==> src/rtl/dmem_arb_pkg.sv <==
// rtl/dmem_arb_pkg.sv - shared types and constants for the dmem arbiter
package dmem_arb_pkg;

    typedef enum logic [1:0] {
        OWN_NONE = 2'b00,
        OWN_CPU  = 2'b01,
        OWN_NIC  = 2'b10
    } owner_e;

    localparam int DEF_ADDR_W = 16;
    localparam int DEF_DATA_W = 64;
    localparam int WAIT_CNT_W = 4;

endpackage

==> src/rtl/arb_sat_counter.sv <==
// rtl/arb_sat_counter.sv - saturating up-counter with clear (clear wins over increment)
module arb_sat_counter #(
    parameter int               WIDTH = 4,
    parameter logic [WIDTH-1:0] MAX   = '1
) (
    input  logic             clk,
    input  logic             rst,
    input  logic             inc,
    input  logic             clr,
    output logic [WIDTH-1:0] count
);

    always_ff @(posedge clk or negedge rst) begin
        if (!rst) begin
            count <= '0;
        end else if (clr) begin
            count <= '0;
        end else if (inc && (count != MAX)) begin
            count <= count + 1'b1;
        end
    end

endmodule

==> src/rtl/dmem_arbiter.sv <==
// rtl/dmem_arbiter.sv - CPU-priority dmem arbiter with bounded NIC wait; optional stats via DMEM_ARB_STATS_EN
module dmem_arbiter
    import dmem_arb_pkg::*;
#(
    parameter int ADDR_W       = DEF_ADDR_W,
    parameter int DATA_W       = DEF_DATA_W,
    parameter int NIC_MAX_WAIT = 4
) (
    input  logic              clk,
    input  logic              rst,
    input  logic              cpu_memEn,
    input  logic              cpu_memWrEn,
    input  logic [ADDR_W-1:0] cpu_addr,
    input  logic [DATA_W-1:0] cpu_wdata,
    output logic              cpu_stall,
    output logic [DATA_W-1:0] cpu_rdata,
    input  logic              nic_req,
    input  logic              nic_wr,
    input  logic [ADDR_W-1:0] nic_addr,
    input  logic [DATA_W-1:0] nic_wdata,
    output logic              nic_gnt,
    output logic              nic_rvalid,
    output logic [DATA_W-1:0] nic_rdata,
`ifdef DMEM_ARB_STATS_EN
    input  logic              stat_clr,
    output logic [31:0]       stat_cpu_stall_cnt,
    output logic [31:0]       stat_nic_grant_cnt,
`endif
    output logic              mem_en,
    output logic              mem_wr_en,
    output logic [ADDR_W-1:0] mem_addr,
    output logic [DATA_W-1:0] mem_wdata,
    input  logic [DATA_W-1:0] mem_rdata
);

    localparam logic [WAIT_CNT_W-1:0] WAIT_MAX = WAIT_CNT_W'(NIC_MAX_WAIT);

    logic [WAIT_CNT_W-1:0] wait_cnt;
    owner_e                rd_owner;
    logic                  nic_wins;
    logic                  cpu_wins;

    // Grant logic is gated by rst so reset forces all memory controls low.
    always_comb begin
        nic_wins = rst && nic_req && (!cpu_memEn || (wait_cnt == WAIT_MAX));
        cpu_wins = rst && cpu_memEn && !nic_wins;
    end

    always_comb begin
        mem_en    = nic_wins || cpu_wins;
        mem_wr_en = 1'b0;
        mem_addr  = '0;
        mem_wdata = '0;
        if (nic_wins) begin
            mem_wr_en = nic_wr;
            mem_addr  = nic_addr;
            mem_wdata = nic_wdata;
        end else if (cpu_wins) begin
            mem_wr_en = cpu_memWrEn;
            mem_addr  = cpu_addr;
            mem_wdata = cpu_wdata;
        end
    end

    assign nic_gnt   = nic_wins;
    assign cpu_stall = cpu_memEn && nic_wins;
    assign cpu_rdata = mem_rdata;
    assign nic_rdata = mem_rdata;

    arb_sat_counter #(
        .WIDTH (WAIT_CNT_W),
        .MAX   (WAIT_MAX)
    ) u_wait_cnt (
        .clk   (clk),
        .rst   (rst),
        .inc   (nic_req && !nic_wins),
        .clr   (nic_wins || !nic_req),
        .count (wait_cnt)
    );

    // Owner of the read data arriving next cycle; writes and idle cycles clear it.
    always_ff @(posedge clk or negedge rst) begin
        if (!rst) begin
            rd_owner <= OWN_NONE;
        end else if (nic_wins && !nic_wr) begin
            rd_owner <= OWN_NIC;
        end else if (cpu_wins && !cpu_memWrEn) begin
            rd_owner <= OWN_CPU;
        end else begin
            rd_owner <= OWN_NONE;
        end
    end

    assign nic_rvalid = (rd_owner == OWN_NIC);

`ifdef DMEM_ARB_STATS_EN
    arb_sat_counter #(
        .WIDTH (32)
    ) u_stat_stall (
        .clk   (clk),
        .rst   (rst),
        .inc   (cpu_stall),
        .clr   (stat_clr),
        .count (stat_cpu_stall_cnt)
    );

    arb_sat_counter #(
        .WIDTH (32)
    ) u_stat_gnt (
        .clk   (clk),
        .rst   (rst),
        .inc   (nic_gnt),
        .clr   (stat_clr),
        .count (stat_nic_grant_cnt)
    );
`endif

endmodule

==> config.mk <==
export PLATFORM = sky130hd
export DESIGN_NAME = dmem_arbiter
export DESIGN_NICKNAME = d
export VERILOG_FILES = /design/src/rtl/dmem_arb_pkg.sv /design/src/rtl/arb_sat_counter.sv /design/src/rtl/dmem_arbiter.sv
export SDC_FILE = /design/constraint.sdc
export NUM_CORES = 1
export LEC_CHECK = 0
export ABC_AREA = 1
export CAP_MARGIN = 10
export CORE_AREA = 2 2 172 174
export CTS_CLUSTER_SIZE = 8
export DETAILED_ROUTE_END_ITERATION = 10
export DIE_AREA = 0 0 174 176
export SLEW_MARGIN = 25
export SYNTH_ARGS = -nofsm -noshare
export SYNTH_HDL_FRONTEND = slang
export SYNTH_SLANG_ARGS = --single-unit
==> constraint.sdc <==
create_clock -name clk -period 2.5 [get_ports clk]
set_clock_uncertainty 0.15 [all_clocks]
set_input_delay 0.5 -clock clk [delete_from_list [all_inputs] [get_ports clk]]
set_output_delay 0.5 -clock clk [all_outputs]
set_load 0.03 [all_outputs]
; Word-level counts from Yosys, hierarchy flattened
; Index checks and enable logic that the tools add are counted.
[totals]
register_bits = 6
[classes]
n_reduce_logical = 18
n_eq_ne = 3
add_sub_neg = 1
n_mux = 10
[op_table]
columns = cell, count
row1 = $mux 64, 2
row2 = $mux 16, 2
row3 = $logic_and 1x1->1, 9
row4 = $mux 4, 2
row5 = $logic_not 1->1, 5
row6 = $add 4x1->4 const B, 1
row7 = $eq 4x3->1 const B, 1
row8 = $ne 4x3->1 const B, 1
row9 = $logic_or 1x1->1, 3
row10 = $mux 1, 3
row11 = $eq 2x2->1 const B, 1
row12 = $mux 2, 1
row13 = $reduce_bool 2->1, 1

; Logic depth before layout (Yosys ltp)
; Gate-level depths: netlist of the first run.
[depth]
word_depth = 8
mapped_depth = 9

; Cells and area by module
; Synthesis of the first run repeated with hierarchy kept, for this count alone.
[unflattened]
hier_cells = 459
area_unflattened_um2 = 2971.6
[modules_own_cells]
columns = mod, n_inst, cells_each, area_each_um2
row1 = dmem_arbiter, 1, 430, 2730.1
row2 = arb_sat_counter, 1, 29, 241.5

; Least setup slack after synthesis of the first run
; OpenSTA, ideal clock, no wires.
[synth_timing]
path_kind = register to output
start = reg u_wait_cnt.count[0]
end = out mem_addr[10]
required_ns = 1.850
stages_incl_launch_ff = 8
n_path_buf = 1
path_slack_ns = 0.230
arrival_ns = 1.620
path_cell_list = dfrtp_1 > inv_1 > ha_1 > nand3_2 > a21oi_4 > buf_2 > nand2_1 > nand2_1
[synth_between]
elab_chain_len = 7
[synth_lines]
columns = item, line_no
row1 = "start, declared", arb_sat_counter.sv:10  ; output logic [WIDTH-1:0] count
row2 = "start signal, assigned", arb_sat_counter.sv:19  ; count <= count + 1'b1;
row3 = $eq 4x3->1 *, dmem_arbiter.sv:45  ; nic_wins = rst && nic_req && (!cpu_memEn || (wait_cnt == WAIT_MAX));
row4 = $logic_or 1x1->1 *, dmem_arbiter.sv:45
row5 = $logic_and 1x1->1 *, dmem_arbiter.sv:45
row6 = via nic_gnt, dmem_arbiter.sv:21  ; output logic nic_gnt,
row7 = $logic_not 1->1, dmem_arbiter.sv:46  ; cpu_wins = rst && cpu_memEn && !nic_wins;
row8 = $logic_and 1x1->1, dmem_arbiter.sv:46
row9 = $mux 16, dmem_arbiter.sv:58  ; end else if (cpu_wins) begin
row10 = $mux 16 *, dmem_arbiter.sv:54  ; if (nic_wins) begin
row11 = "end, declared", dmem_arbiter.sv:31  ; output logic [ADDR_W-1:0] mem_addr,
; The timed path passes the listed nets; every way through them passes the cells marked *.

; Worst setup path in the final report of the first run
[layout_timing]
start = reg u_wait_cnt.count[0]
end = out mem_wdata[34]
[layout_between]
elab_chain_len = 7
[layout_lines]
columns = item, line_no
row1 = $eq 4x3->1 *, dmem_arbiter.sv:45
row2 = $logic_or 1x1->1 *, dmem_arbiter.sv:45
row3 = $logic_and 1x1->1 *, dmem_arbiter.sv:45
row4 = $logic_not 1->1, dmem_arbiter.sv:46
row5 = $logic_and 1x1->1, dmem_arbiter.sv:46
row6 = $mux 64, dmem_arbiter.sv:58
row7 = $mux 64 *, dmem_arbiter.sv:54
row8 = "end, declared", dmem_arbiter.sv:32  ; output logic [DATA_W-1:0] mem_wdata,
; Every way passes the cells marked *; elsewhere a longest branch is shown, timed or not.

==> impl_metrics.py, run 1 <==
metrics = {
    "critical_path": {
        "end_kind": "output pin",
        "crit_required_ns": 1.85,
        "critical_path.slowest_cell": "dfrtp_1",
        "cp_top_family": "buffers and inverters",
        "worstRegToRegCells": 8,
        "timing.reg2reg.setup_slack_ns": 0.88,
        "crit_cells": 10,
        "cpPeakStageDelay_ns": 0.37,
        "worst_path_most_repeated_cell": "buf_12",
        "cp.arrival_ns": 1.84,
        "cp_cell_sequence": "inv_2 > ha_4 > nand3_4 > a21oi_4 > buf_8 > buf_12 > clkbuf_16 > nand2_1 > nand2_2 > buf_12",
        "cp-start-kind": "register",
        "crit_buf_inv": 5,
        "critPathMaxFanout": 6,
        "worstSetupPathType": "reg -> out",
    },
    "floorplanning": {
        "num_io_pins": 443,
        "dieHeight_um": 176,
        "initial_core_util_pct": 8.59,
        "die-area_mm2": 0.0306,
        "core_mm2": 0.0285,
        "fp-row-count": 62,
        "die_w_um": 174,
    },
    "route": {
        "finalWirelength_um": 13600,
        "drc": 0,
        "ant_nets": 0,
        "vias_per_cell": 3.33,
        "drt_iter0_markers": 100,
        "avgRoutedWirePerCell_um": 14.2,
        "drt_pre_antenna_iters": 4,
        "num_vias": 3190,
    },
    "run_status": {
        "status": "complete, no violations",
    },
    "sta": {
        "worst_pin_slew_ns": 0.336,
        "hold_viol_final": 0,
        "tns_ns": 0,
        "setup_viol": 0,
        "worst_slack_ns": 0.0124,
        "final.min_clock_period_ns": 2.49,
        "finalCritPeriodShare_pct": 99.5,
        "slew_headroom_pct": 77.5,
        "max_freq_mhz": 402,
        "hold_slack_ns": 0.251,
        "rsz0062_at_grt": "true",
        "final_max_slew_viol_count": 0,
    },
    "layout": {
        "fillers": 3238,
        "seq_area_um2": 150,
        "fin_util_pct": 17.8,
        "nNetsFinal": 808,
        "drive_gt1_share_pct": 28.0,
        "multi_input_area_mm2": 0.00131,
        "n_antenna_cell": 0,
        "final_cells": 958,
        "area_growth_pct": 107,
        "final_cell_area_mm2": 0.00507,
    },
    "power": {
        "power_density_mw_per_mm2": 268,
        "ir_drop_uv": 169,
        "p_leak_nw": 2.32,
        "finalPower_mw": 1.36,
    },
    "placed_design": {
        "hpwlAfterDp_um": 9920,
        "portBuffers": 250,
        "globalplace.congestion": 0.667,
        "dp_slack_ns": -0.202,
        "postPlaceCellArea_mm2": 0.00451,
        "placed_cells": 941,
    },
    "grt": {
        "grt_pass1_wl_um": 17900,
        "overflow": 0,
        "grt_pass1_vias": 3135,
        "grt_usage_pct": 7.61,
        "grt_max_degree": 48,
        "antenna_found_initial": 1,
    },
    "synthesis": {
        "syn_nets": 677,
        "yosys_warnings": 0,
        "ys_seq_area_share_pct": 6.12,
        "synth_cell_types": 16,
        "synth_seq_cells": 6,
        "synth_area_leaders": "buf_4 39%, nand2_1 27%, nand3_1 17%",
        "synth_top_area_share_pct": 39.2,
        "syn_inst": 445,
        "yosysTopAreaCell": "buf_4",
        "synth_area_mm2": 0.00245,
        "syn_avg_cell_area_um2": 5.51,
    },
    "clocking": {
        "clk_pin_slew_worst_paths_ns": 0.03,
        "root_buffer": "clkbuf_16",
        "clk_latency_ns": 0.22,
        "cts_tree": "done",
        "cts_max_path_buffers": 2,
        "cts.sinks": 6,
        "htree_levels": 1,
        "cts_made_buffers": 3,
        "cts_hold_buf": 0,
    },
    "min_path": {
        "hp-class": "in -> async",
    },
    "run": {
        "max_cap_violations": 0,
    },
}
==> report_power, final <==
part           leakage (nW)  internal (mW)  switching [mW]
Combinational          2.20          0.528           0.465
Sequential           0.0810          0.105         0.00777
Clock                0.0370          0.205          0.0487
==> cell type report <==
cell class	count	area share, %
clock buffers	3	1.48
multi-input cells	274	25.8
flip-flops and latches	6	2.96
repair buffers	279	59.4
inverters	12	0.888
well taps	384	9.47
==> state kept, by name (all words and copies together), names as in the netlist <==
signal and flops:
rd_owner 2, u_wait_cnt.count 4
==> what timing repair did <==
action,CTS,global route
setup endpoints to repair,83,81
cloned,4,2
buffers inserted,7,2
pin swaps,4,8
gates resized for setup,39,45
==> synth_stat cells, drive strengths merged <==
cell and count:
nand3 84, inv 12, nor2 6, nand4 3, nand2 176, ha 2, xnor2 1, and2 1
buf 151, a21oi 1, clkbuf 2, dfrtp 6
==> layer usage <==
metal	up-vias	GRT usage (%)	routed length [um]
met5	-	0	7
met4	2	4.76	808
met3	64	2.73	1570
met2	229	13.6	6610
met1	1372	7.51	4580
li1	1523	-	-
==> worst register-to-register path, cell delays in order, from the launching register on <==
cell and delay (ns):
dfrtp_1 0.37, inv_2 0.09, ha_4 0.16, nand3_4 0.10
nand2_1 0.14, nand2_4 0.10, buf_12 0.18, nand2_1 0.16
nor2_1 0.06
==> cell usage in the layout (no fill, tap or decap), types with 5 or more instances in the layout <==
cell type,synthesis,layout
nand2_2,0,37
dfrtp_1,6,6
buf_12,0,23
nand2_1,176,137
inv_1,11,9
buf_6,0,31
clkbuf_16,0,5
clkdlybuf4s50_1,0,163
nand3_1,83,83
buf_4,128,53
nor2_1,6,6
==> worst paths after layout <==
check,startpoint,end
worst max-delay path,u_wait_cnt.count[0]$_DFFE_PN0P_,mem_wdata[34]
worst min-delay path,rst,rd_owner[0]$_DFF_PN0_
worst max register to register,u_wait_cnt.count[0]$_DFFE_PN0P_,u_wait_cnt.count[2]$_DFFE_PN0P_
worst min register to register,u_wait_cnt.count[3]$_DFFE_PN0P_,u_wait_cnt.count[3]$_DFFE_PN0P_
max in group asynchronous,rst,u_wait_cnt.count[2]$_DFFE_PN0P_
min in group clk,u_wait_cnt.count[3]$_DFFE_PN0P_,u_wait_cnt.count[3]$_DFFE_PN0P_
==> cells by family after synthesis <==
| logic type | share of synthesized area (%) |
|---|---|
| and+or+nand+nor | 46.2 |
| buffers and inverters | 45.6 |
| adders and majority gates | 1.02 |
| AOI/OAI and AO/OA | 0.663 |
| xor gates and xnor gates | 0.357 |
| DFF | 6.12 |
(Power assumes the default switching activity.)
==> inputs of run 2 (changes only) <==
GPL_TIMING_DRIVEN = 0   (was unset)
==> run 2 against run 1 <==
Effect of this change:
- sequential power barely moved
- hold slack worse by 0.17 ns
- die area did not move
- critical path depth did not move
- count of clock-buffer cells in the layout unchanged
- clock power increased by 2%
- maximum frequency fell by 0.23%
- utilization grew 7.9 points
- critical endpoint is now mem_wdata[16]
- highest routed layer is now met4
==> impl_metrics.py, run 2 (same netlist as run 1, synthesis figures left out) <==
metrics = {
    "floorplanning": {
        "initial_core_util_pct": 8.59,
        "fp-row-count": 62,
        "die_w_um": 174,
        "core_mm2": 0.0285,
        "num_io_pins": 443,
        "die-area_mm2": 0.0306,
        "dieHeight_um": 176,
    },
    "layout": {
        "final_common_cell": "clkdlybuf4s50_1",
        "reg_top3": "u_wait_cnt.count (4), rd_owner (2)",
        "final_cell_area_mm2": 0.00734,
        "nNetsFinal": 1074,
        "n_antenna_cell": 0,
        "area_growth_pct": 199,
        "top_register": "u_wait_cnt.count",
        "largest_register_ff_count": 4,
        "fillers": 3194,
        "layout_common_cells": "292 x clkdlybuf4s50_1, 161 x buf_4, 141 x nand2_1",
        "drive_gt1_share_pct": 35.5,
        "final_cells": 1224,
    },
    "placed_design": {
        "placed_cells": 1207,
        "postPlaceCellArea_mm2": 0.00672,
        "globalplace.congestion": 0.821,
        "hpwlAfterDp_um": 14800,
        "portBuffers": 378,
    },
    "clocking": {
        "cts_max_path_buffers": 2,
        "htree_levels": 1,
        "clk_pin_slew_worst_paths_ns": 0.03,
        "cts.sinks": 6,
        "root_buffer": "clkbuf_16",
        "clk_latency_ns": 0.23,
        "cts_made_buffers": 3,
        "cts_tree": "done",
    },
    "min_path": {
        "hp-class": "in -> async",
    },
    "sta": {
        "final.min_clock_period_ns": 2.49,
        "slew_headroom_pct": 76.0,
        "max_freq_mhz": 401,
        "finalCritPeriodShare_pct": 99.7,
        "setup_viol": 0,
        "rsz0062_at_grt": "true",
        "worst_pin_slew_ns": 0.358,
        "final_max_slew_viol_count": 0,
        "hold_viol_final": 0,
    },
    "grt": {
        "grt_usage_pct": 10.4,
        "overflow": 0,
        "grt_pass1_vias": 4353,
        "grt_max_degree": 11,
        "antenna_found_initial": 0,
        "grt_pass1_wl_um": 24400,
    },
    "power": {
        "ir_drop_uv": 154,
        "p_leak_nw": 3.48,
        "power_density_mw_per_mm2": 267,
    },
    "route": {
        "ant_nets": 0,
        "num_vias": 4196,
        "drc": 0,
        "finalWirelength_um": 18100,
        "drt_iter0_markers": 58,
        "drt_pre_antenna_iters": 4,
        "avgRoutedWirePerCell_um": 14.8,
        "vias_per_cell": 3.43,
    },
    "critical_path": {
        "cp-start-kind": "register",
        "worstSetupPathType": "reg -> out",
        "critPathMaxFanout": 10,
        "cp.arrival_ns": 1.84,
        "crit_required_ns": 1.85,
        "end_kind": "output pin",
    },
    "run_status": {
        "status": "complete, no violations",
    },
    "run": {
        "max_cap_violations": 0,
    },
}
[run 2: cell count changes in the layout (fill, tap and decap cells not counted), moves of 3 or more]
| cell | previous run | this run |
|---|---|---|
| nand2_2 | 37 | 31 |
| nand2_1 | 137 | 141 |
| nand3_1 | 83 | 80 |
| clkdlybuf4s50_1 | 163 | 292 |
| buf_2 | 0 | 4 |
| buf_16 | 3 | 0 |
| buf_4 | 53 | 161 |
| buf_12 | 23 | 7 |
| nand3_2 | 0 | 3 |
| buf_6 | 31 | 59 |
| buf_8 | 1 | 11 |
[run 2: final timing paths]
path / from / endpoint / slack (ns) / cells after the start
min in group clk: u_wait_cnt.count[3]$_DFFE_PN0P_ / u_wait_cnt.count[3]$_DFFE_PN0P_ / 0.43 / 3
max in group asynchronous: rst / u_wait_cnt.count[0]$_DFFE_PN0P_ / 1.91 / 1
hold reg to reg: u_wait_cnt.count[3]$_DFFE_PN0P_ / u_wait_cnt.count[3]$_DFFE_PN0P_ / 0.43 / 3
setup / recovery: u_wait_cnt.count[0]$_DFFE_PN0P_ / mem_wdata[16] / 0.007 / 10
setup reg to reg: u_wait_cnt.count[0]$_DFFE_PN0P_ / u_wait_cnt.count[1]$_DFFE_PN0P_ / 0.94 / 8
hold / removal: rst / rd_owner[0]$_DFF_PN0_ / 0.08 / 1
[run 2: timing repair]
item                                   CTS  global route
cloned                                   2             3
setup buffers                            9             1
setup endpoints to repair               84            82
hold buffers                             0             0
resized for setup                      580           119
pin swaps                                8             6
endpoints found under the hold margin    0             0
[run 2: final cells by class]
class	instances	area [um2]	area share [%]
Buffer	153	1270	17.3
Sequential cell	6	150	2.04
Multi-Input combinational cell	274	1330	18.1
Timing Repair inverter	1	8.76	0.119
Tap cell	384	480	6.54
Clock buffer	3	75.1	1.02
Timing Repair Buffer	391	3980	54.2
Inverter	12	52.6	0.716
[run 2: worst max-delay path, stage by stage, from the launching register on]
cell,delay [ns]
dfrtp_1,0.38
inv_2,0.09
ha_4,0.15
nand3_4,0.10
a21oi_4,0.16
buf_12,0.14
buf_12,0.14
buf_8,0.13
nand2_1,0.06
nand2_2,0.10
buf_6,0.14
[run 2: layer usage]
metal / track usage, % / vias up / share of wire, %
li1: - / 2060 / -
met3: 2.39 / 14 / 8.3
met2: 20.9 / 273 / 53
met4: 2.63 / 0 / 2.4
met1: 10.6 / 1849 / 36
met5: 0 / - / 0
[run 2: where the power goes]
part / switching, mW / leakage (nW) / internal, mW / total [mW]
sequential: 0.00795 / 0.0810 / 0.105 / 0.113
combinational: 0.772 / 3.36 / 0.816 / 1.59
clock: 0.0538 / 0.0370 / 0.205 / 0.259
[run 2: through the flow]
stage / hold WS (ns) / setup WS [ns] / utilization [%] / power (mW) / setup TNS [ns]
finish: 0.0803 / 0.00668 / 25.7 / 1.96 / 0
global route: 0.0840 / -0.0780 / 25.7 / 2.05 / -2.93
CTS: 0.0816 / -0.0552 / 24.5 / 1.91 / -2.08
detailed placement: 0.427 / -1.58 / 23.5 / 1.59 / -107.54
global placement: 0.401 / -1.85 / 23.5 / 1.58 / -108.84
floorplan: 0.0544 / 0.230 / - / 0.850 / 0
